===== config.mk =====
export PLATFORM = sky130hd
export DESIGN_NAME = udp_packet_rx
export DESIGN_NICKNAME = d
export VERILOG_FILES = /design/src/rtl/udp_packet_rx.sv
export SDC_FILE = /design/constraint.sdc
export NUM_CORES = 1
export LEC_CHECK = 0
export BUFFER_PORTS_ARGS = -buffer_cell sky130_fd_sc_hd__clkbuf_2
export CORE_MARGIN = 1
export CORE_UTILIZATION = 30
export DETAILED_ROUTE_END_ITERATION = 10
export HOLD_SLACK_MARGIN = 0.1
export SYNTH_ARGS = -nofsm -noshare
export SYNTH_HDL_FRONTEND = slang
export SYNTH_SLANG_ARGS = --single-unit

===== constraint.sdc =====
create_clock -name clk_i -period 8.1 [get_ports clk_i]
set_input_delay 0.81 -clock clk_i [delete_from_list [all_inputs] [get_ports clk_i]]
set_output_delay 0.81 -clock clk_i [all_outputs]
set_load 0.01 [all_outputs]

===== src/rtl/udp_packet_rx.sv =====
// GMII receive path for the UDP/IPv4 stream: preamble/SFD detection, 42-byte header
// parse and filter, payload forwarding on AXI-Stream with a CRC/length/overflow error flag.
module udp_packet_rx #(
    parameter int PAYLOAD_WIDTH = 11,
    parameter int GMII_WIDTH    = 8
) (
    input  logic                     clk_i,
    input  logic                     rstn_i,
    input  logic                     rx_dv_i,
    input  logic                     rx_er_i,
    input  logic [GMII_WIDTH-1:0]    rx_d_i,
    input  logic [47:0]              fpga_mac_i,
    input  logic [31:0]              fpga_ip_i,
    input  logic [15:0]              fpga_port_i,
    output logic [GMII_WIDTH-1:0]    m_axis_tdata,
    output logic                     m_axis_tvalid,
    output logic                     m_axis_tlast,
    output logic                     m_axis_tuser,
    input  logic                     m_axis_tready,
    output logic [47:0]              host_mac_o,
    output logic [31:0]              host_ip_o,
    output logic [15:0]              host_port_o,
    output logic [PAYLOAD_WIDTH-1:0] payload_bytes_o,
    output logic                     frame_done_o,
    output logic                     drop_o
);

    typedef enum logic [2:0] {
        S_IDLE, S_PREAMBLE, S_HEADER, S_PAYLOAD, S_TRAILER, S_DROP, S_FLUSH
    } state_t;

    localparam logic [31:0] CRC_RESIDUE = 32'hDEBB20E3;
    localparam logic [16:0] MAX_PAY     = 17'((1 << PAYLOAD_WIDTH) - 1);

    state_t state_q, state_d;

    logic [2:0]               pre_cnt_q;
    logic [5:0]               hdr_cnt_q;
    logic [327:0]             hdr_q;
    logic [335:0]             hdr_full;
    logic [31:0]              crc_q;
    logic [PAYLOAD_WIDTH-1:0] pay_cnt_q;
    logic [PAYLOAD_WIDTH-1:0] pay_bytes_q;
    logic                     err_q;
    logic [GMII_WIDTH-1:0]    pend_q;
    logic                     pend_vld_q;
    logic [GMII_WIDTH-1:0]    out_data_q;
    logic                     out_vld_q, out_last_q, out_user_q;
    logic [47:0]              host_mac_q;
    logic [31:0]              host_ip_q;
    logic [15:0]              host_port_q;
    logic                     drop_q;

    // FSM strobes
    logic crc_init, crc_en, hdr_take, hdr_accept, drop_pulse;
    logic pay_take, trunc, flush_move;
    logic out_free, pay_last, hdr_pass, len_ok;

    // Header fields; the last header byte is taken straight from the wire
    logic [47:0] f_dst_mac, f_src_mac;
    logic [15:0] f_etype, f_src_port, f_dst_port, f_udp_len, pl_len16;
    logic [7:0]  f_ver_ihl, f_proto;
    logic [31:0] f_src_ip, f_dst_ip;
    logic        unused_hdr;

    assign hdr_full   = {hdr_q, rx_d_i};
    assign f_dst_mac  = hdr_full[335:288];
    assign f_src_mac  = hdr_full[287:240];
    assign f_etype    = hdr_full[239:224];
    assign f_ver_ihl  = hdr_full[223:216];
    assign f_proto    = hdr_full[151:144];
    assign f_src_ip   = hdr_full[127:96];
    assign f_dst_ip   = hdr_full[95:64];
    assign f_src_port = hdr_full[63:48];
    assign f_dst_port = hdr_full[47:32];
    assign f_udp_len  = hdr_full[31:16];
    assign pl_len16   = f_udp_len - 16'd8;
    assign unused_hdr = ^{hdr_full[215:152], hdr_full[143:128], hdr_full[15:0], pl_len16};

    assign len_ok   = (f_udp_len >= 16'd9) && (({1'b0, f_udp_len} - 17'd8) <= MAX_PAY);
    assign hdr_pass = ((f_dst_mac == fpga_mac_i) || (f_dst_mac == 48'hFFFF_FFFF_FFFF)) &&
                      (f_etype == 16'h0800) && (f_ver_ihl == 8'h45) && (f_proto == 8'h11) &&
                      (f_dst_ip == fpga_ip_i) && (f_dst_port == fpga_port_i) && len_ok;

    assign out_free = !out_vld_q || m_axis_tready;
    assign pay_last = (pay_cnt_q + PAYLOAD_WIDTH'(1)) == pay_bytes_q;
    assign crc_en   = rx_dv_i && ((state_q == S_HEADER) || (state_q == S_PAYLOAD) ||
                                  (state_q == S_TRAILER));

    function automatic logic [31:0] crc_byte(input logic [31:0] c, input logic [7:0] d);
        logic [31:0] r;
        r = c;
        for (int i = 0; i < 8; i++)
            r = (r[0] ^ d[i]) ? ((r >> 1) ^ 32'hEDB88320) : (r >> 1);
        return r;
    endfunction

    always_ff @(posedge clk_i or negedge rstn_i) begin
        if (!rstn_i) state_q <= S_IDLE;
        else         state_q <= state_d;
    end

    always_comb begin
        state_d    = state_q;
        crc_init   = 1'b0;
        hdr_take   = 1'b0;
        hdr_accept = 1'b0;
        drop_pulse = 1'b0;
        pay_take   = 1'b0;
        trunc      = 1'b0;
        flush_move = 1'b0;
        case (state_q)
            S_IDLE: begin
                if (rx_dv_i) state_d = (rx_d_i == 8'h55) ? S_PREAMBLE : S_DROP;
            end
            S_PREAMBLE: begin
                if (!rx_dv_i)
                    state_d = S_IDLE;
                else if (rx_d_i == 8'hD5) begin
                    state_d  = S_HEADER;
                    crc_init = 1'b1;
                end else if (!(rx_d_i == 8'h55 && pre_cnt_q < 3'd7))
                    state_d = S_DROP;
            end
            S_HEADER: begin
                if (!rx_dv_i) begin
                    state_d    = S_IDLE;
                    drop_pulse = 1'b1;
                end else begin
                    hdr_take = 1'b1;
                    if (hdr_cnt_q == 6'd41) begin
                        if (hdr_pass) begin
                            state_d    = S_PAYLOAD;
                            hdr_accept = 1'b1;
                        end else begin
                            state_d    = S_DROP;
                            drop_pulse = 1'b1;
                        end
                    end
                end
            end
            S_PAYLOAD: begin
                if (!rx_dv_i) begin
                    state_d = S_FLUSH;
                    trunc   = 1'b1;
                end else begin
                    pay_take = 1'b1;
                    if (pay_last) state_d = S_TRAILER;
                end
            end
            S_TRAILER: begin
                if (!rx_dv_i) state_d = S_FLUSH;
            end
            S_DROP: begin
                if (!rx_dv_i) state_d = S_IDLE;
            end
            S_FLUSH: begin
                // A frame that starts before the flush completes is discarded.
                if (pend_vld_q)
                    flush_move = out_free;
                else if (out_vld_q && out_last_q) begin
                    if (m_axis_tready) state_d = rx_dv_i ? S_DROP : S_IDLE;
                end else begin
                    drop_pulse = 1'b1;
                    state_d    = rx_dv_i ? S_DROP : S_IDLE;
                end
            end
            default: state_d = S_IDLE;
        endcase
    end

    always_ff @(posedge clk_i or negedge rstn_i) begin
        if (!rstn_i) begin
            pre_cnt_q   <= '0;
            hdr_cnt_q   <= '0;
            hdr_q       <= '0;
            crc_q       <= '0;
            pay_cnt_q   <= '0;
            pay_bytes_q <= '0;
            err_q       <= 1'b0;
            pend_q      <= '0;
            pend_vld_q  <= 1'b0;
            out_data_q  <= '0;
            out_vld_q   <= 1'b0;
            out_last_q  <= 1'b0;
            out_user_q  <= 1'b0;
            host_mac_q  <= '0;
            host_ip_q   <= '0;
            host_port_q <= '0;
            drop_q      <= 1'b0;
        end else begin
            drop_q <= drop_pulse;

            if (state_q == S_IDLE)          pre_cnt_q <= 3'd1;
            else if (state_q == S_PREAMBLE) pre_cnt_q <= pre_cnt_q + 3'd1;

            if (crc_init) begin
                crc_q     <= '1;
                hdr_cnt_q <= '0;
                err_q     <= 1'b0;
            end else if (crc_en) begin
                crc_q <= crc_byte(crc_q, rx_d_i);
                if (rx_er_i) err_q <= 1'b1;
            end

            if (hdr_take) begin
                hdr_q     <= {hdr_q[319:0], rx_d_i};
                hdr_cnt_q <= hdr_cnt_q + 6'd1;
            end

            if (hdr_accept) begin
                host_mac_q  <= f_src_mac;
                host_ip_q   <= f_src_ip;
                host_port_q <= f_src_port;
                pay_bytes_q <= pl_len16[PAYLOAD_WIDTH-1:0];
                pay_cnt_q   <= '0;
            end

            if (out_vld_q && m_axis_tready) begin
                out_vld_q  <= 1'b0;
                out_last_q <= 1'b0;
                out_user_q <= 1'b0;
            end

            // The newest byte always lands in pending; the older one advances to
            // the output register, or the new byte is lost if that is still full.
            if (pay_take) begin
                pay_cnt_q <= pay_cnt_q + PAYLOAD_WIDTH'(1);
                if (!pend_vld_q) begin
                    pend_q     <= rx_d_i;
                    pend_vld_q <= 1'b1;
                end else if (out_free) begin
                    out_data_q <= pend_q;
                    out_vld_q  <= 1'b1;
                    out_last_q <= 1'b0;
                    out_user_q <= 1'b0;
                    pend_q     <= rx_d_i;
                end else begin
                    err_q <= 1'b1;
                end
            end

            if (trunc) err_q <= 1'b1;

            if (flush_move) begin
                out_data_q <= pend_q;
                out_vld_q  <= 1'b1;
                out_last_q <= 1'b1;
                out_user_q <= err_q || (crc_q != CRC_RESIDUE);
                pend_vld_q <= 1'b0;
            end
        end
    end

    assign m_axis_tdata    = out_data_q;
    assign m_axis_tvalid   = out_vld_q;
    assign m_axis_tlast    = out_last_q;
    assign m_axis_tuser    = out_user_q;
    assign host_mac_o      = host_mac_q;
    assign host_ip_o       = host_ip_q;
    assign host_port_o     = host_port_q;
    assign payload_bytes_o = pay_bytes_q;
    assign frame_done_o    = out_vld_q && out_last_q && m_axis_tready;
    assign drop_o          = drop_q;

endmodule


# Word level (Yosys, flattened, before mapping)
# Cells that the tools add are included.
[word_totals] reg_bits=512 latchBits=0 ramBits=0 romBits=0 in_bits=109 out_inout_bits=120 memories=0
[op_classes] n_addsub=5 multipliers=0 n_div=0 magnitude_cmp=3 eq_ne=27 n_shift=0 mux=83 n_bitwise=16 reduce_logical=29
[op_table] operator="32-bit two-way mux" n=10
[op_table] operator="13-bit inverter with 14-bit output" n=8
[op_table] operator="3-bit two-way mux" n=18
[op_table] operator="48-bit equality test" n=1
[op_table] operator="48-bit equality test, second input constant" n=1
[op_table] operator="8-bit two-way mux" n=6
[op_table] operator="1-bit two-way mux" n=43
[op_table] operator="32-bit equality test" n=1
[op_table] operator="32-bit inequality test, second input constant" n=1
[op_table] operator="11-bit two-way mux" n=2
[op_table] operator="3-bit case mux with 7 select lines" n=1
[op_table] operator="17-bit by 11-bit <= comparator with 1-bit output, second input constant" n=1
[op_table] operator="16-bit by 4-bit subtractor with 17-bit output, second input constant" n=1
[op_table] operator="16-bit by 12-bit equality test with 1-bit output, second input constant" n=1
[op_table] operator="16-bit equality test" n=1
[op_table] operator="8-bit by 7-bit equality test with 1-bit output, second input constant" n=2
[op_table] operator="16-bit by 4-bit greater-or-equal comparator with 1-bit output, second input constant" n=1
[op_table] operator="2-bit nonzero test" n=7
[op_table] operator="1-bit logical AND" n=12
[op_table] operator="6-bit two-way mux" n=2
[op_table] operator="11-bit by 1-bit adder with 11-bit output, second input constant" n=1
[op_table] operator="11-bit equality test" n=1
[op_table] operator="11-bit by 4-bit subtractor with 11-bit output, second input constant" n=1
[op_table] operator="3-bit equality test, second input constant" n=3
[op_table] operator="21 further kinds" n=37

# Depth between registers and ports, before layout
# Gate-level depths: netlist of run 1.
[logic_depth] word_depth=18 mapped_depth=14

# Worst setup path after synthesis of run 1
# No wires, ideal clock.
[synth_timing] path_type="register -> register" start="reg hdr_q[11]" end="reg host_mac_q[39] (netlist: host_mac_o[39])" setup_time_ns=0.125 t_arrival_ns=2.901 required_time_ns=7.975 slack_ns=5.074 path_stages_with_launch=14 synth_period_minus_slack_ns=3.026 cell_sequence="dfrtp_1 clkbuf_1 inv_1 ha_1 buf_2 nor4b_2 a2111oi_0 nand4_1 a2111o_1 or2_1 buf_6 buf_6 buf_6 mux2_4"
[synth_via] elab_chain_len=8 elab_cells_between_ends=9 cone_classes="add/sub (1); order compare (2); mux (4); reduce/logical (2)"
[synth_lines] item="from (decl)" line="39" rtl="logic [327:0] hdr_q;"
[synth_lines] item="from (signal assigned)" line="207" rtl="hdr_q <= {hdr_q[319:0], rx_d_i};"
[synth_lines] item="16-bit by 4-bit subtractor with 17-bit output" line="80" rtl="assign len_ok = (f_udp_len >= 16'd9) && (({1'b0, f_udp_len} - 17'd8) <= MAX_PAY);"
[synth_lines] item="17-bit by 11-bit <= comparator with 1-bit output" line="80"
[synth_lines] item="1-bit logical AND (*)" line="80"
[synth_lines] item="1-bit logical AND (*)" line="83" rtl="(f_dst_ip == fpga_ip_i) && (f_dst_port == fpga_port_i) && len_ok;"
[synth_lines] item="1-bit two-way mux (*)" line="132" rtl="if (hdr_pass) begin"
[synth_lines] item="1-bit two-way mux (*)" line="131" rtl="if (hdr_cnt_q == 6'd41) begin"
[synth_lines] item="1-bit two-way mux (*)" line="126" rtl="if (!rx_dv_i) begin"
[synth_lines] item="1-bit two-way mux (*)" line="112" rtl="case (state_q)"
[synth_lines] item="to (signal assigned)" line="212" rtl="host_mac_q <= f_src_mac;"
[synth_lines] item="to (decl)" line="49" rtl="logic [47:0] host_mac_q;"
# Every way passes the cells marked *; elsewhere a longest branch is shown, timed or not.
# A chain may end at the register's enable or synchronous reset.

# Worst setup path in the final report of run 1
[layout_timing] start="reg hdr_q[11]" end="reg host_mac_q[6] (netlist: host_mac_o[6])"
# Same word-level chain as after synthesis.

==> results of run 1 <==
==> kinds of logic (layout without fill, tap and decap cells) <==
logic type	after synthesis	count (layout)	share of synthesized area
other	0	4	0
and+or+nand+nor	1217	1217	0.225
muxes	122	122	0.0634
xor gates and xnor gates	185	185	0.0725
buffers and inverters	131	358	0.0244
adders and majority gates	5	5	0.00280
AOI/OAI and AO/OA	139	139	0.0389
DFF	512	512	0.573
==> cells in the mapped netlist (all sizes together) (15+ instances only) <==
cell | number | area [µm²]
nand2 | 1009 | 3790
dfrtp | 512 | 12800
xnor2 | 155 | 1360
mux2 | 118 | 1380
clkbuf | 101 | 380
nand4 | 48 | 300
o21ai | 48 | 240
nor3 | 36 | 180
a21oi | 34 | 170
xor2 | 30 | 263
nor2 | 27 | 101
nand3 | 23 | 115
buf | 17 | 115
nor4 | 17 | 113
o211ai | 15 | 113
==> stage by stage <==
stage | setup slack, ps | hold slack, ps | instances | instance area (µm²)
2_1_floorplan | 5070 | 439 | 2311 | 22300
4_1_cts | 3660 | 257 | 3497 | 26400
5_1_grt | 3330 | 283 | 3499 | 26400
6_report | 3690 | 238 | 3501 | 26400
3_5_place_dp | 3670 | 448 | 3394 | 24400
3_3_place_gp | 3720 | 446 | 3394 | 24400
==> registers in the layout, summed over array words and instances, names as in the netlist, 3 cells and up <==
| signal | cells |
|---|---|
| pre_cnt_q | 3 |
| host_port_o | 16 |
| crc_q | 32 |
| hdr_q | 328 |
| hdr_cnt_q | 6 |
| pend_q | 8 |
| m_axis_tdata | 8 |
| pay_cnt_q | 11 |
| payload_bytes_o | 11 |
| host_ip_o | 32 |
| host_mac_o | 48 |
| state_q | 3 |
==> critical path: stages (launching register included) <==
cell      delay [ps]
dfrtp_1          460
inv_1            150
ha_1             340
nor4b_2          410
mux2i_1          240
a22oi_1          100
o22ai_1          190
a2111o_1         430
or2_4            620
buf_4            820
mux2_2           410
==> per-layer routing <==
layer,share of wire,vias up,global-route usage,wire [µm]
met5,0,-,0,0
met4,0.028,0,0.0493,1600
met3,0.053,102,0.0292,3030
met2,0.46,311,0.240,26400
met1,0.46,7972,0.210,26200
li1,-,7887,-,-
==> power by group through the flow <==
stage                     Combinational (W)  Clock [W]  Sequential [W]
after floorplan                     0.00144          0         0.00305
final                               0.00179    0.00280         0.00315
after CTS                           0.00181    0.00287         0.00315
after detailed placement            0.00179          0         0.00320
after global placement              0.00178          0         0.00319
after global routing                0.00200    0.00298         0.00320
==> worst max path at each step <==
stage | start | endpoint | slack [ps] | cells after the start
global route | hdr_q[11]$_DFFE_PN0P_ | host_mac_o[6]$_DFFE_PN0P_ | 3330 | 10
global placement | hdr_q[11]$_DFFE_PN0P_ | host_mac_o[47]$_DFFE_PN0P_ | 3720 | 10
finish | hdr_q[11]$_DFFE_PN0P_ | host_mac_o[6]$_DFFE_PN0P_ | 3690 | 10
CTS | hdr_q[11]$_DFFE_PN0P_ | host_port_o[6]$_DFFE_PN0P_ | 3660 | 10
floorplan | hdr_q[11]$_DFFE_PN0P_ | host_mac_o[39]$_DFFE_PN0P_ | 5070 | 13
detailed placement | hdr_q[11]$_DFFE_PN0P_ | host_mac_o[32]$_DFFE_PN0P_ | 3670 | 10
==> area by class of cell <==
class	instances	area, µm²	area share
Clock buffer	81	1670	0.0631
Multi-Input combinational cell	1668	9010	0.341
Inverter	13	48.8	0.00185
Sequential cell	512	12800	0.485
Antenna cell	4	10.0	0.000379
Clock inverter	22	380	0.0144
Tap cell	959	1200	0.0454
Timing Repair Buffer	242	1290	0.0490
==> run metrics, run 1 <==
largest net degree at the start of global routing 238; Max clock buf depth 3; post-synthesis sequential element count 512; Total Routing Usage GR 0.152; die height 275 µm; crit-path max FO 65; clk_lat worst skew 620 ps; Fmax achieved 227 MHz; nets 2,608; DR WL/cell 16.4 µm; failing checks design-rule violations; drt pass-1 iters 10; Post-CTS Setup Bufs 0; Fin Setup TNS 0 ps; share of cells above drive strength 1 0.184; commonest non-fill, non-tap cell in the layout nand2_1; final WL 57.3 mm; Inserted Clock Buffers 57; Via Count 16,300; row cnt 99; # port buffers 228; Tmin final 4410 ps; Die ar. 75,600 µm²; global-route wire length before repair 91.4 mm; run status finished, violations left; number of global-route vias before repair 15,900; Critical Path End Type flip-flop; # resized after CTS 0; Initial Utilization 0.305; RSZ-0062 raised after global routing false; Post-Syn Nets 2,425; Pint 0.00533 W; flop2flop setup slack 3690 ps; required time worst endpoint 8600 ps; Slew headroom 0.204; CTS tree yes; commonest non-fill, non-tap cells in the layout nand2_1 (1,009), dfrtp_1 (512), clkbuf_2 (227); Yosys warnings 0; Die Wd 275 µm; fillers 7,415; drt drc 22; hold_buf cts 0; Hold Crit Class input pin to async pin; Vias/cell 4.65; Final Max Tran Viols 0; Crit Reg-Reg Startpoint hdr_q[11]$_DFFE_PN0P_; clk slew on worst S/H paths 60 ps; Clock Skew 35.9 ps; period utilization 0.544; Lkg Pwr 13.5 nW; fin util 0.360; Clk pwr share 0.361; R2R cell count 10; Pwr Density 293 nW/µm²; Starting DRT DRC Count 1,226; area growth from synthesis to layout 18.3%; final setup fails 0; dpl hpwl 38.7 mm; Synth Flop Type dfrtp_1; mean post-synth cell area 9.67 µm²; share of total power in combinational logic 0.231; Post-Syn Area 22,300 µm²; gpl congestion 0.845; critical path class flip-flop to flip-flop; EDFF count, synth 0; Sw Pwr 0.00242 W; sequential power share 0.407; Switching Share 0.312; FFs w/ async S/R, synth 1.00; Ports 229; H-Tree Level Count 2; Netlist cell types 65; final hold vios 0; Worst-Margin Slew 1190 ps; Synth Instances 2,311; CTS root buf clkbuf_16; peak supply drop 0.244 mV; CP startpoint kind flip-flop; crit path DAT 4910 ps; Post-DRT Antenna Nets 0; Pwr Total 0.00774 W; core footprint 73,300 µm²; Max Cap Viol 0; register area share after synthesis 0.573; initial antenna violation count 3; Congestion Overflow GR 0; CTS sink count 512; FF-to-FF End host_mac_o[6]$_DFFE_PN0P_
(Power assumes the default switching activity.)
==> run 2: changes to the inputs <==
--- a/config.mk
+++ b/config.mk
@@ -5,6 +5,7 @@
 export SDC_FILE = /design/constraint.sdc
 export NUM_CORES = 1
 export LEC_CHECK = 0
+export ABC_AREA = 1
 export BUFFER_PORTS_ARGS = -buffer_cell sky130_fd_sc_hd__clkbuf_2
 export CORE_MARGIN = 1
 export CORE_UTILIZATION = 30
==> constraint.sdc (replaced) <==
create_clock -name clk_i -period 4.4 [get_ports clk_i]
set_input_delay 0.44 -clock clk_i [delete_from_list [all_inputs] [get_ports clk_i]]
set_output_delay 0.44 -clock clk_i [all_outputs]
set_load 0.01 [all_outputs]
==> run 2 against run 1 <==
Against the previous run:
- the flow now finishes without violations
- clock skew fell by 12 ps
- largest power group unchanged
- non-clock buffer count rose by 4
- sequential share of layout area fell by 1.2 points
- sequential power rose by 100%
- combinational power rose by 120%
- worst setup slack got worse by 2600 ps
- core utilization fell by 0.44 points
- routed wire length fell by 6.4%
==> run metrics, run 2 <==
crit-path max FO 225 (was 65); Pwr Total 0.0149 W (was 0.00774 W); CTS tree yes (unchanged); met1 usage 0.175 (was 0.210); post-synthesis simple-gate area fraction 0.216 (was 0.225); run status completed (was finished, violations left); Clock Skew 23.4 ps (was 35.9 ps); Synth Instances 2,748 (was 2,311); Inserted Clock Buffers 55 (was 57); Post-DRT Antenna Nets 0 (unchanged); Final Max Tran Viols 0 (unchanged); Cell Area, Placed 25,200 µm² (was 24,400 µm²); post-synthesis sequential element count 512 (unchanged); Post-Syn Nets 2,862 (was 2,425); required time worst endpoint 4900 ps (was 8600 ps); nets 3,057 (was 2,608); die height 279 µm (was 275 µm); Die Wd 279 µm (was 275 µm); Critical Path End Type flip-flop (unchanged); most flop-heavy register hdr_q (unchanged); Hold Crit Class input pin to flip-flop (was input pin to async pin); commonest non-fill, non-tap cells in the layout nand2_1 (1,002), dfrtp_1 (512), inv_1 (318) (was nand2_1 (1,009), dfrtp_1 (512), clkbuf_2 (227)); Tmin final 3260 ps (was 4410 ps); Synth Flop Type dfrtp_1 (unchanged); peak supply drop 0.334 mV (was 0.244 mV); CTS root buf clkbuf_16 (unchanged); Pwr Density 549 nW/µm² (was 293 nW/µm²); drt pass-1 iters 5 (was 10); EDFF count, synth 0 (unchanged); RSZ-0062 raised after global routing false (unchanged); post-synth top area cell dfrtp_1 (unchanged); top cell type's share of synthesized area 0.555 (was 0.573); initial antenna violation count 5 (was 3); Max clock buf depth 3 (unchanged); period utilization 0.741 (was 0.544); Vias/cell 4.28 (was 4.65); DR WL/cell 13.3 µm (was 16.4 µm); area growth from synthesis to layout 17.3% (was 18.3%); drt drc 0 (was 22); commonest non-fill, non-tap cell in the layout nand2_1 (unchanged); Congestion Overflow GR 0 (unchanged); final setup fails 0 (unchanged); number of flip-flops under the largest register name 328 (unchanged); Fmax achieved 307 MHz (was 227 MHz); Total Routing Usage GR 0.137 (was 0.152); xor/xnor share of the synthesized area 0.0499 (was 0.0725); mux share of post-synthesis cell area 0.00390 (was 0.0634); final hold vios 0 (unchanged); global-route wire length before repair 87.1 mm (was 91.4 mm); Netlist cell types 45 (was 65); Fin Setup TNS 0 ps (unchanged); # resized after CTS 0 (unchanged); CP startpoint kind flip-flop (unchanged); clk_lat worst skew 610 ps (was 620 ps); Initial Utilization 0.303 (was 0.305); Switching Share 0.340 (was 0.312); register area share after synthesis 0.555 (was 0.573); sequential power share 0.425 (was 0.407); Slew headroom 0.222 (was 0.204); GR Util met2 0.235 (was 0.240); main combinational cell family by area after synthesis simple AND/OR/NAND/NOR gates (unchanged); Pint 0.00981 W (was 0.00533 W); gr busiest metal met2 (unchanged); Lkg Pwr 13.4 nW (was 13.5 nW); mean post-synth cell area 8.40 µm² (was 9.67 µm²); share of total power in combinational logic 0.263 (was 0.231); crit path DAT 3770 ps (was 4910 ps); share of cells above drive strength 1 0.136 (was 0.184); # port buffers 228 (unchanged); Die ar. 78,100 µm² (was 75,600 µm²); post-synthesis adder-cell area fraction 0.00271 (was 0.00280); CTS sink count 512 (unchanged); Clk pwr share 0.312 (was 0.361); critical path class flip-flop to flip-flop (unchanged); Yosys warnings 0 (unchanged); row cnt 101 (was 99); gpl congestion 0.843 (was 0.845); most common cell in the netlist nand2_1 (unchanged); Via Count 17,200 (was 16,300); FFs w/ async S/R, synth 1.00 (unchanged); Post-Syn Area 23,100 µm² (was 22,300 µm²); Max Cap Viol 0 (unchanged); Ports 229 (unchanged); Worst-Margin Slew 1170 ps (was 1190 ps); Sw Pwr 0.00505 W (was 0.00242 W); most common library cells after synthesis nand2_1 (1,003), dfrtp_1 (512), inv_1 (318), o21ai_0 (257), nor2_1 (129) (was nand2_1 (1,009), dfrtp_1 (512), xnor2_1 (155), mux2_2 (105), clkbuf_1 (100)); core footprint 76,100 µm² (was 73,300 µm²); dpl hpwl 36.4 mm (was 38.7 mm); number of global-route vias before repair 16,500 (was 15,900); Starting DRT DRC Count 1,019 (was 1,226); synth top area cells dfrtp_1 (55%), nand2_1 (16%), o21ai_0 (5.6%) (was dfrtp_1 (57%), nand2_1 (17%), xnor2_1 (6.1%)); largest net degree at the start of global routing 226 (was 238); H-Tree Level Count 2 (unchanged); M3 GR Usage 0.0219 (was 0.0292); design area 27,100 µm² (was 26,400 µm²); clk slew on worst S/H paths 60 ps (about the same); Synth Area in Compound Gates 0.0967 (was 0.0389); final WL 53.6 mm (was 57.3 mm); fin util 0.356 (was 0.360)
## run 2: cell count changes after synthesis, moves of 18 or more
cell	delta
xor2_1	+26
o21ai_1	+62
nor3_1	-20
o21ai_0	+211
a21oi_1	-22
nand3_1	+41
inv_1	+305
o21ai_2	+40
nand4_1	-32
nor2_1	+102
mux2_2	-97
o22ai_1	+18
clkbuf_1	-18
xnor2_1	-90
## run 2: worst max-delay path: stages (launching register included)
cell	delay [ps]
dfrtp_1	410
inv_2	120
ha_1	290
nand2_1	80
nor2_1	140
inv_1	80
nor2_1	260
nor2_1	120
nand2_1	90
nor2_1	100
nand3_1	100
nor2_2	70
nand4_4	70
buf_12	670
nand2_1	140
o21ai_1	130
## run 2: worst paths after layout
path | start | to | slack, ps | cells after the start
setup / recovery | hdr_q[11]$_DFFE_PN0P_ | host_mac_o[3]$_DFFE_PN0P_ | 1140 | 15
hold / removal | rx_er_i | err_q$_DFF_PN0_ | 170 | 3
setup reg to reg | hdr_q[11]$_DFFE_PN0P_ | host_mac_o[3]$_DFFE_PN0P_ | 1140 | 15
hold reg to reg | hdr_q[130]$_DFFE_PN0P_ | hdr_q[138]$_DFFE_PN0P_ | 450 | 2
max in group asynchronous | rstn_i | hdr_q[316]$_DFFE_PN0P_ | 2910 | 3
min in group asynchronous | rstn_i | hdr_q[57]$_DFFE_PN0P_ | 410 | 2
## run 2: per-stage QoR
| step | hold slack (ps) | setup slack, ps | cells |
|---|---|---|---|
| detailed placement | 452 | 1150 | 3915 |
| CTS | 137 | 1090 | 4019 |
| global route | 148 | 921 | 4024 |
| global placement | 450 | 1200 | 3915 |
| finish | 169 | 1140 | 4024 |
| floorplan | 144 | 2210 | 2748 |
## run 2: timing repair
action                                 CTS  global route
setup buffers                            0             0
hold buffers                             1             0
endpoints found under the hold margin   70             0
## run 2: final cells by class
type                            count  area [µm²]
Multi-Input combinational cell   1803        8520
Clock inverter                     16         160
Timing Repair Buffer              246        1390
Clock buffer                       87        1670
Sequential cell                   512       12800
Tap cell                         1030        1290
Fill cell                        7918       49000
Inverter                          325        1220
Antenna cell                        5        12.5
## run 2: logic make-up (layout without fill, tap and decap cells)
| group | after synthesis | count (layout) |
|---|---|---|
| AOI/OAI and AO/OA | 405 | 405 |
| xor gates and xnor gates | 126 | 126 |
| adders and majority gates | 5 | 5 |
| buffers and inverters | 433 | 674 |
| DFF | 512 | 512 |
| muxes | 8 | 8 |
| other | 0 | 5 |
| and+or+nand+nor | 1259 | 1259 |
## run 2: layer usage
layer,share of wire,up-vias
li1,-,8940
met1,0.45,7970
met2,0.49,232
met3,0.035,73
met4,0.024,0
met5,0,-
## run 2: power by group through the flow
stage | Sequential, W | Clock (W) | Combinational [W]
2_1_floorplan | 0.00621 | 0 | 0.00301
6_report | 0.00631 | 0.00463 | 0.00391
3_3_place_gp | 0.00638 | 0 | 0.00389
3_5_place_dp | 0.00639 | 0 | 0.00395
4_1_cts | 0.00632 | 0.00478 | 0.00397
5_1_grt | 0.00644 | 0.00496 | 0.00453
